<file path="config.mk">
export PLATFORM = sky130hd
export DESIGN_NAME = wb_writer
export DESIGN_NICKNAME = d
export VERILOG_FILES = /design/src/rtl/wb_pkg.sv /design/src/rtl/wb_fifo.sv /design/src/rtl/wb_writer.sv
export SDC_FILE = /design/constraint.sdc
export NUM_CORES = 1
export LEC_CHECK = 0
export ABC_AREA = 1
export BUFFER_PORTS_ARGS = -buffer_cell sky130_fd_sc_hd__buf_4
export CAP_MARGIN = 20
export CORE_ASPECT_RATIO = 0.75
export CORE_MARGIN = 5
export CORE_UTILIZATION = 49
export CTS_CLUSTER_DIAMETER = 50
export DETAILED_ROUTE_END_ITERATION = 12
export HOLD_SLACK_MARGIN = 0.15
export PLACE_DENSITY = 0.78
export SETUP_SLACK_MARGIN = 0.05
export SYNTH_ARGS = -nofsm -noshare
export SYNTH_HDL_FRONTEND = slang
export SYNTH_SLANG_ARGS = --single-unit
</file>
<file path="constraint.sdc">
create_clock -name clk -period 6.2 [get_ports clk]
set_clock_uncertainty 0.05 [all_clocks]
set_input_delay 0.31 -clock clk [delete_from_list [all_inputs] [get_ports clk]]
set_output_delay 0.31 -clock clk [all_outputs]
set_load 0.05 [all_outputs]
</file>
<file path="src/rtl/wb_pkg.sv">
// Shared types for the write-back writer: opcodes, write target, FSM states and queue entry.
package wb_pkg;

  localparam int unsigned DATA_W = 8;
  localparam int unsigned RD_W   = 2;
  localparam int unsigned OP_W   = 4;

  localparam logic [OP_W-1:0] OP_LOAD = 4'h8;
  localparam logic [OP_W-1:0] OP_LRW  = 4'h9;

  typedef enum logic {
    TGT_RF = 1'b0,
    TGT_LR = 1'b1
  } tgt_e;

  typedef enum logic [1:0] {
    ST_IDLE   = 2'd0,
    ST_SETUP  = 2'd1,
    ST_STROBE = 2'd2,
    ST_HOLD   = 2'd3
  } state_e;

  typedef struct packed {
    tgt_e              tgt;
    logic [RD_W-1:0]   rd;
    logic [DATA_W-1:0] data;
  } wb_entry_t;

  localparam int unsigned ENTRY_W = $bits(wb_entry_t);

  // ALU opcodes 0x0-0x7, LOAD and LRW produce a register write.
  function automatic logic op_writes(input logic [OP_W-1:0] op);
    return !op[OP_W-1] || (op == OP_LOAD) || (op == OP_LRW);
  endfunction

endpackage

</file>
<file path="src/rtl/wb_fifo.sv">
// Pending-write queue; pointers carry one extra bit to tell full from empty.
// With WB_WRITER_FWD_EN defined the storage and pointers are exported for bypass lookup.
module wb_fifo
  import wb_pkg::*;
#(
  parameter int unsigned DEPTH = 2
) (
  input  logic               clk,
  input  logic               rst,
  input  logic               push,
  input  logic [ENTRY_W-1:0] wdata,
  input  logic               pop,
  output logic [ENTRY_W-1:0] head,
  output logic               empty,
  output logic               full
`ifdef WB_WRITER_FWD_EN
  ,
  output logic [DEPTH*ENTRY_W-1:0] mem_flat,
  output logic [$clog2(DEPTH):0]   rptr,
  output logic [$clog2(DEPTH):0]   count
`endif
);

  localparam int unsigned AW = $clog2(DEPTH);

  logic [AW:0]        r_wptr;
  logic [AW:0]        r_rptr;
  logic [ENTRY_W-1:0] r_mem [DEPTH];
  logic               w_push;
  logic               w_pop;

  assign w_push = push && !full;
  assign w_pop  = pop && !empty;

  assign empty = (r_wptr == r_rptr);
  assign full  = (r_wptr[AW] != r_rptr[AW]) && (r_wptr[AW-1:0] == r_rptr[AW-1:0]);
  assign head  = r_mem[r_rptr[AW-1:0]];

  always_ff @(posedge clk) begin
    if (rst) begin
      r_wptr <= '0;
      r_rptr <= '0;
    end else begin
      if (w_push) r_wptr <= r_wptr + (AW+1)'(1);
      if (w_pop)  r_rptr <= r_rptr + (AW+1)'(1);
    end
  end

  // Storage needs no reset: entries are only visible between the pointers.
  always_ff @(posedge clk) begin
    if (w_push && !rst) r_mem[r_wptr[AW-1:0]] <= wdata;
  end

`ifdef WB_WRITER_FWD_EN
  always_comb begin
    mem_flat = '0;
    for (int unsigned i = 0; i < DEPTH; i++) begin
      mem_flat[i*ENTRY_W +: ENTRY_W] = r_mem[i];
    end
  end

  assign rptr  = r_rptr;
  assign count = r_wptr - r_rptr;
`endif

endmodule

</file>
<file path="src/rtl/wb_writer.sv">
// Write-back writer: decodes the stage register, queues writes and replays them as SETUP/STROBE/HOLD.
// Optional macro WB_WRITER_FWD_EN adds fwd_valid/fwd_rd/fwd_data bypass outputs.
module wb_writer
  import wb_pkg::*;
#(
  parameter int unsigned DEPTH = 2
) (
  input  logic              clk,
  input  logic              rst,
  input  logic              in_valid,
  output logic              in_ready,
  input  logic [15:0]       insi,
  input  logic [DATA_W-1:0] alui,
  input  logic [DATA_W-1:0] memi,
  output logic              rf_we,
  output logic [RD_W-1:0]   rf_wd,
  output logic [DATA_W-1:0] rf_din,
  output logic              lr_we,
  output logic [DATA_W-1:0] lr_din,
  output logic              busy
`ifdef WB_WRITER_FWD_EN
  ,
  output logic              fwd_valid,
  output logic [RD_W-1:0]   fwd_rd,
  output logic [DATA_W-1:0] fwd_data
`endif
);

  state_e       r_state;
  tgt_e         r_tgt;
  logic         r_live;

  logic [OP_W-1:0] w_op;
  logic            w_writes;
  wb_entry_t       w_entry;
  wb_entry_t       w_head;
  logic            w_push;
  logic            w_pop;
  logic            w_empty;
  logic            w_full;
  logic            w_unused_bits;

  assign w_op          = insi[15:12];
  assign w_writes      = op_writes(w_op);
  assign w_unused_bits = ^insi[9:0];

  always_comb begin
    w_entry      = '0;
    w_entry.tgt  = (w_op == OP_LRW) ? TGT_LR : TGT_RF;
    w_entry.rd   = insi[11:10];
    w_entry.data = (w_op == OP_LOAD) ? memi : alui;
  end

  // Non-writing instructions are accepted but never enqueued.
  assign w_push   = in_valid && in_ready && w_writes;
  assign w_pop    = !w_empty && ((r_state == ST_IDLE) || (r_state == ST_HOLD));
  assign in_ready = r_live && !w_full;
  assign busy     = (r_state != ST_IDLE) || !w_empty;

`ifdef WB_WRITER_FWD_EN
  localparam int unsigned AW = $clog2(DEPTH);

  logic [DEPTH*ENTRY_W-1:0] w_mem_flat;
  logic [AW:0]              w_fifo_rptr;
  logic [AW:0]              w_fifo_count;
  logic [AW-1:0]            w_fwd_idx;
  wb_entry_t                w_fwd_ent;
`endif

  wb_fifo #(
    .DEPTH (DEPTH)
  ) u_fifo (
    .clk   (clk),
    .rst   (rst),
    .push  (w_push),
    .wdata (w_entry),
    .pop   (w_pop),
    .head  (w_head),
    .empty (w_empty),
    .full  (w_full)
`ifdef WB_WRITER_FWD_EN
    ,
    .mem_flat (w_mem_flat),
    .rptr     (w_fifo_rptr),
    .count    (w_fifo_count)
`endif
  );

  always_ff @(posedge clk) begin
    if (rst) begin
      r_state <= ST_IDLE;
      r_tgt   <= TGT_RF;
      r_live  <= 1'b0;
      rf_we   <= 1'b0;
      lr_we   <= 1'b0;
      rf_wd   <= '0;
      rf_din  <= '0;
      lr_din  <= '0;
    end else begin
      r_live <= 1'b1;
      rf_we  <= 1'b0;
      lr_we  <= 1'b0;
      case (r_state)
        ST_IDLE, ST_HOLD: begin
          if (w_pop) begin
            r_tgt   <= w_head.tgt;
            r_state <= ST_SETUP;
            if (w_head.tgt == TGT_RF) begin
              rf_wd  <= w_head.rd;
              rf_din <= w_head.data;
            end else begin
              lr_din <= w_head.data;
            end
          end else begin
            r_state <= ST_IDLE;
          end
        end
        ST_SETUP: begin
          r_state <= ST_STROBE;
          rf_we   <= (r_tgt == TGT_RF);
          lr_we   <= (r_tgt == TGT_LR);
        end
        ST_STROBE: r_state <= ST_HOLD;
        default:   r_state <= ST_IDLE;
      endcase
    end
  end

`ifdef WB_WRITER_FWD_EN
  // In-flight write is oldest; queue entries are scanned oldest to youngest so the youngest wins.
  always_comb begin
    fwd_valid = 1'b0;
    fwd_rd    = '0;
    fwd_data  = '0;
    w_fwd_idx = '0;
    w_fwd_ent = '0;
    if (((r_state == ST_SETUP) || (r_state == ST_STROBE)) && (r_tgt == TGT_RF)) begin
      fwd_valid = 1'b1;
      fwd_rd    = rf_wd;
      fwd_data  = rf_din;
    end
    for (int unsigned i = 0; i < DEPTH; i++) begin
      w_fwd_idx = w_fifo_rptr[AW-1:0] + AW'(i);
      w_fwd_ent = w_mem_flat[w_fwd_idx*ENTRY_W +: ENTRY_W];
      if (((AW+1)'(i) < w_fifo_count) && (w_fwd_ent.tgt == TGT_RF)) begin
        fwd_valid = 1'b1;
        fwd_rd    = w_fwd_ent.rd;
        fwd_data  = w_fwd_ent.data;
      end
    end
  end
`endif

endmodule

</file>
==> summary.md <==
| Metric | Value |
|---|---|
| Status | `finished, final reports clean` |
| Largest family of logic cells by synthesized area | `simple AND/OR/NAND/NOR gates` |
| Synthesized instance count | `about 260` |
| DRT Pass-1 Iters | `4` |
| Final Non-Filler Cells | `approximately 360` |
| CP Cell Sequence | `inv_1, nand2_1, nand2_1, nand2_1, nand3_1, nor2_1` |
| Synth async-reset ratio | `0` |
| Synth warn | `0` |
| Switching Share | `0.4590` |
| Vert. Die Dim | `between 60 and 70 µm` |
| Antenna-violating nets left | `0` |
| Initial antenna violation count | `0` |
| Least-Margin Pin Slew | `around 940 ps` |
| Iter 0 DRT Violations | `106` |
| Endpoints failing setup | `0` |
| Flops & latches, synth | `51` |
| Final WL | `roughly 4.5 mm` |
| Sequential area share after synthesis | `0.5293` |
| Worst hold start | `rst` |
| CORE AREA | `0.004546 mm²` |
| Die footprint | `approximately 0.0063 mm²` |
| Xor/xnor share of the synthesized area | `0.007471` |
| Buffers added on ports | `46` |
| Post-route DRC violation count | `0` |
| Area delta synth->final | `20.86%` |
| RR Endpoint | `u_fifo.r_mem[0][2]$_DFFE_PP_` |
| F_max | `0.4797 GHz` |
| Max Cap Violations | `0` |
| P_sw | `0.0006152 W` |
| Seq pwr share | `0.343` |
| Post-synth top area share | `0.2818` |
| Fin. Hold Viols | `0` |
| Leakage | `1.270 nW` |
| Vias in the first global route | `1751` |
| CP startpoint kind | `flip-flop` |
| PwrDens | `roughly 470 mW/mm²` |
| Simple-gate share of the synthesized area | `0.2455` |
| Syn Nets | `roughly 300` |
| Placed insts | `between 300 and 400` |
| Top FF cell, synth | `dfxtp_1` |
| Critical path's largest stage delay | `about 750 ps` |
| Reg2reg start | `u_fifo.r_rptr[1]$_SDFFE_PP0P_` |
| Post-CTS Setup Bufs | `0` |
| Relative slew slack | `0.3743` |
| Most used cell, CP | `nand2_1` |
| Crit Path Max Fanout | `11` |
| Final #Nets | `344` |
| Most frequent cells after synthesis | `nand2_1 (51), inv_1 (46), dfxtp_1 (29)` |
| Compound-Gate Fraction of Synth Area | `0.05496` |
| Min-Delay Path Class | `primary input to flip-flop` |
| Clock network power share | `0.170` |
| Antenna Diode Count | `0` |
| Post-layout min period | `between 2000 and 2500 ps` |
| Root Buffer | `clkbuf_8` |
| Row Count | `21` |
| Resized Gates After CTS | `0` |
| Placer Congestion | `between 0.7 and 0.8` |
| Total track usage | `0.1469` |
| Fin util | `0.6235` |
| Final worst setup slack | `4116 ps` |
| Comb pwr share | `0.487` |
| Worst-path clk slew | `~90 ps` |
| Slowest CP cell | `nor2_1` |
| Post-synth EDFFs | `22` |
| Routed vias | `approximately 1700` |
| Synthesized area | `between 0.002 and 0.0025 mm²` |
| CP Data Required Time | `6090 ps` |
| Top cell type by total area after synthesis | `edfxtp_1` |
| Starting Density | `0.5158` |
| Number of H-tree levels | `2` |
| # IOs | `between 50 and 60` |
| Synthesized-area fraction occupied by adder cells | `0.01601` |
| Die W | `approximately 90 µm` |
| CP endpoint kind | `flip-flop` |
| CTS tree | `built` |
| Wirelength per Cell | `approximately 12 µm` |
| Detail Placement HPWL | `about 3.2 mm` |
| Grt total ovfl | `0` |
| Top-count cell post-synth | `nand2_1` |
| Total power | `between 0.001 and 0.0015 W` |
| CTS Sinks | `51` |
| Flop2flop setup slack | `about 4000 ps` |
| Area contributors post-synth | `edfxtp_1 (28%), dfxtp_1 (25%), nand2_1 (8.2%)` |
| Cts bufs inserted | `5` |
| Final setup TNS | `0 ps` |
| Mux contribution to synthesized area | `0.03842` |
| Maximum root-to-sink buffer count | `2` |
| Via density | `4.745` |
| Clk Latency, worst-skew pair | `about 310 ps` |
| Share of layout cells above drive strength 1 | `0.2866` |
| Hold Path Cell Cnt | `2` |
| WS Path Type | `flip-flop to flip-flop` |
| Critical path arrival | `1970 ps` |
| Reg2reg path depth | `6` |
| Tcrit/Tclk final | `0.3362` |
| Pre-CTS setup slack | `3902 ps` |
| First-pass GRT wire length | `approximately 7.6 mm` |
| Worst vdd ir | `about 0.00026 V` |
| Syn_area_per_cell | `9.053 µm²` |
| Cell-internal power | `roughly 0.00073 W` |
| Hold Path Sink | `u_fifo.r_rptr[1]$_SDFFE_PP0P_` |
| RSZ-0062 raised after global routing | `false` |
| Pin count of the biggest net entering global routing | `25` |
| Synth unique cells | `27` |
| Max-slew violations | `0` |
cell families after synthesis:
family,after synthesis
simple gates,116
buf+inv,60
flops,51
compound gates,19
mux,8
fa+ha+maj,3
xor+xnor,2
stage by stage:
stage | instance area (µm²) | hold WS [ps]
global placement | 2706 | 383.0
finish | 2834 | 187.8
floorplan | 2345 | 358.9
detailed placement | 2706 | 389.2
global route | 2834 | 197.6
CTS | 2834 | 177.1
critical path, delay by kind of cell, from the launching register on:
kind | cells | cell delay, ps
flops | 1 | 400
buf+inv | 1 | 60
simple gates | 5 | 1210
layout by cell type, fill, tap and decap left out, types with 4 or more instances in the layout:
cell type  synthesis  routed
or2_2              8       8
o21ai_2            7       7
a21oi_1            5       5
inv_1             46      46
nand4_1           20      20
nand2_1           51      51
edfxtp_1          22      22
nor2_1            23      23
inv_2              4       4
mux2_2             8       8
buf_4              2      47
dfxtp_1           29      29
clkbuf_8           0       5
flip-flops by register name, indices dropped and copies added, names as in the netlist, named ones only:
| signal | count |
|---|---|
| u_fifo.r_rptr | 2 |
| rf_we | 1 |
| rf_din | 8 |
| u_fifo.r_wptr | 2 |
| r_live | 1 |
| rf_wd | 2 |
| lr_din | 8 |
| r_tgt | 1 |
| u_fifo.r_mem | 22 |
| r_state | 2 |
| lr_we | 1 |
repair_timing:
item,in CTS,in global routing
setup endpoints to repair,0,0
hold buffers,2,0
endpoints found under the hold margin,4,0
layout make-up:
| cell class | count | area, µm² |
|---|---|---|
| fill | 405 | 1712 |
| multi-input combinational | 148 | 849.6 |
| tap | 57 | 71.32 |
| clock inverter | 3 | 38.79 |
| sequential | 51 | 1241 |
| timing repair buffer | 49 | 372.9 |
| inverter | 51 | 191.4 |
| clock buffer | 5 | 68.82 |
worst max path at each step:
stage / start / end / slack (ps) / cells after the start
after floorplan: u_fifo.r_wptr[1]$_SDFFE_PP0P_ / in_ready / 4090 / 4
after global placement: rst / u_fifo.r_mem[0][3]$_DFFE_PP_ / 3960 / 4
after detailed placement: rst / u_fifo.r_mem[0][0]$_DFFE_PP_ / 3900 / 4
after CTS: u_fifo.r_rptr[1]$_SDFFE_PP0P_ / u_fifo.r_mem[0][6]$_DFFE_PP_ / 4090 / 6
after global routing: u_fifo.r_wptr[1]$_SDFFE_PP0P_ / u_fifo.r_mem[0][2]$_DFFE_PP_ / 3930 / 6
final: u_fifo.r_rptr[1]$_SDFFE_PP0P_ / u_fifo.r_mem[0][2]$_DFFE_PP_ / 4120 / 6
per-layer routing:
| metal | share of wire | vias up | global-route usage |
|---|---|---|---|
| li1 | - | 920 | - |
| met1 | 0.48 | 755 | 0.1872 |
| met2 | 0.44 | 47 | 0.2313 |
| met3 | 0.064 | 5 | 0.04936 |
| met4 | 0.0099 | 0 | 0.05620 |
| met5 | 0 | - | 0 |
power by group through the flow:
stage	Combinational (W)	Clock, W	Sequential [W]
after floorplan	0.000375	0	0.000606
after global placement	0.000640	0	0.000464
after detailed placement	0.000652	0	0.000468
after CTS	0.000657	0.000230	0.000461
after global routing	0.000728	0.000239	0.000468
final	0.000653	0.000227	0.000460
No activity file was read; power rests on OpenSTA's default activity.
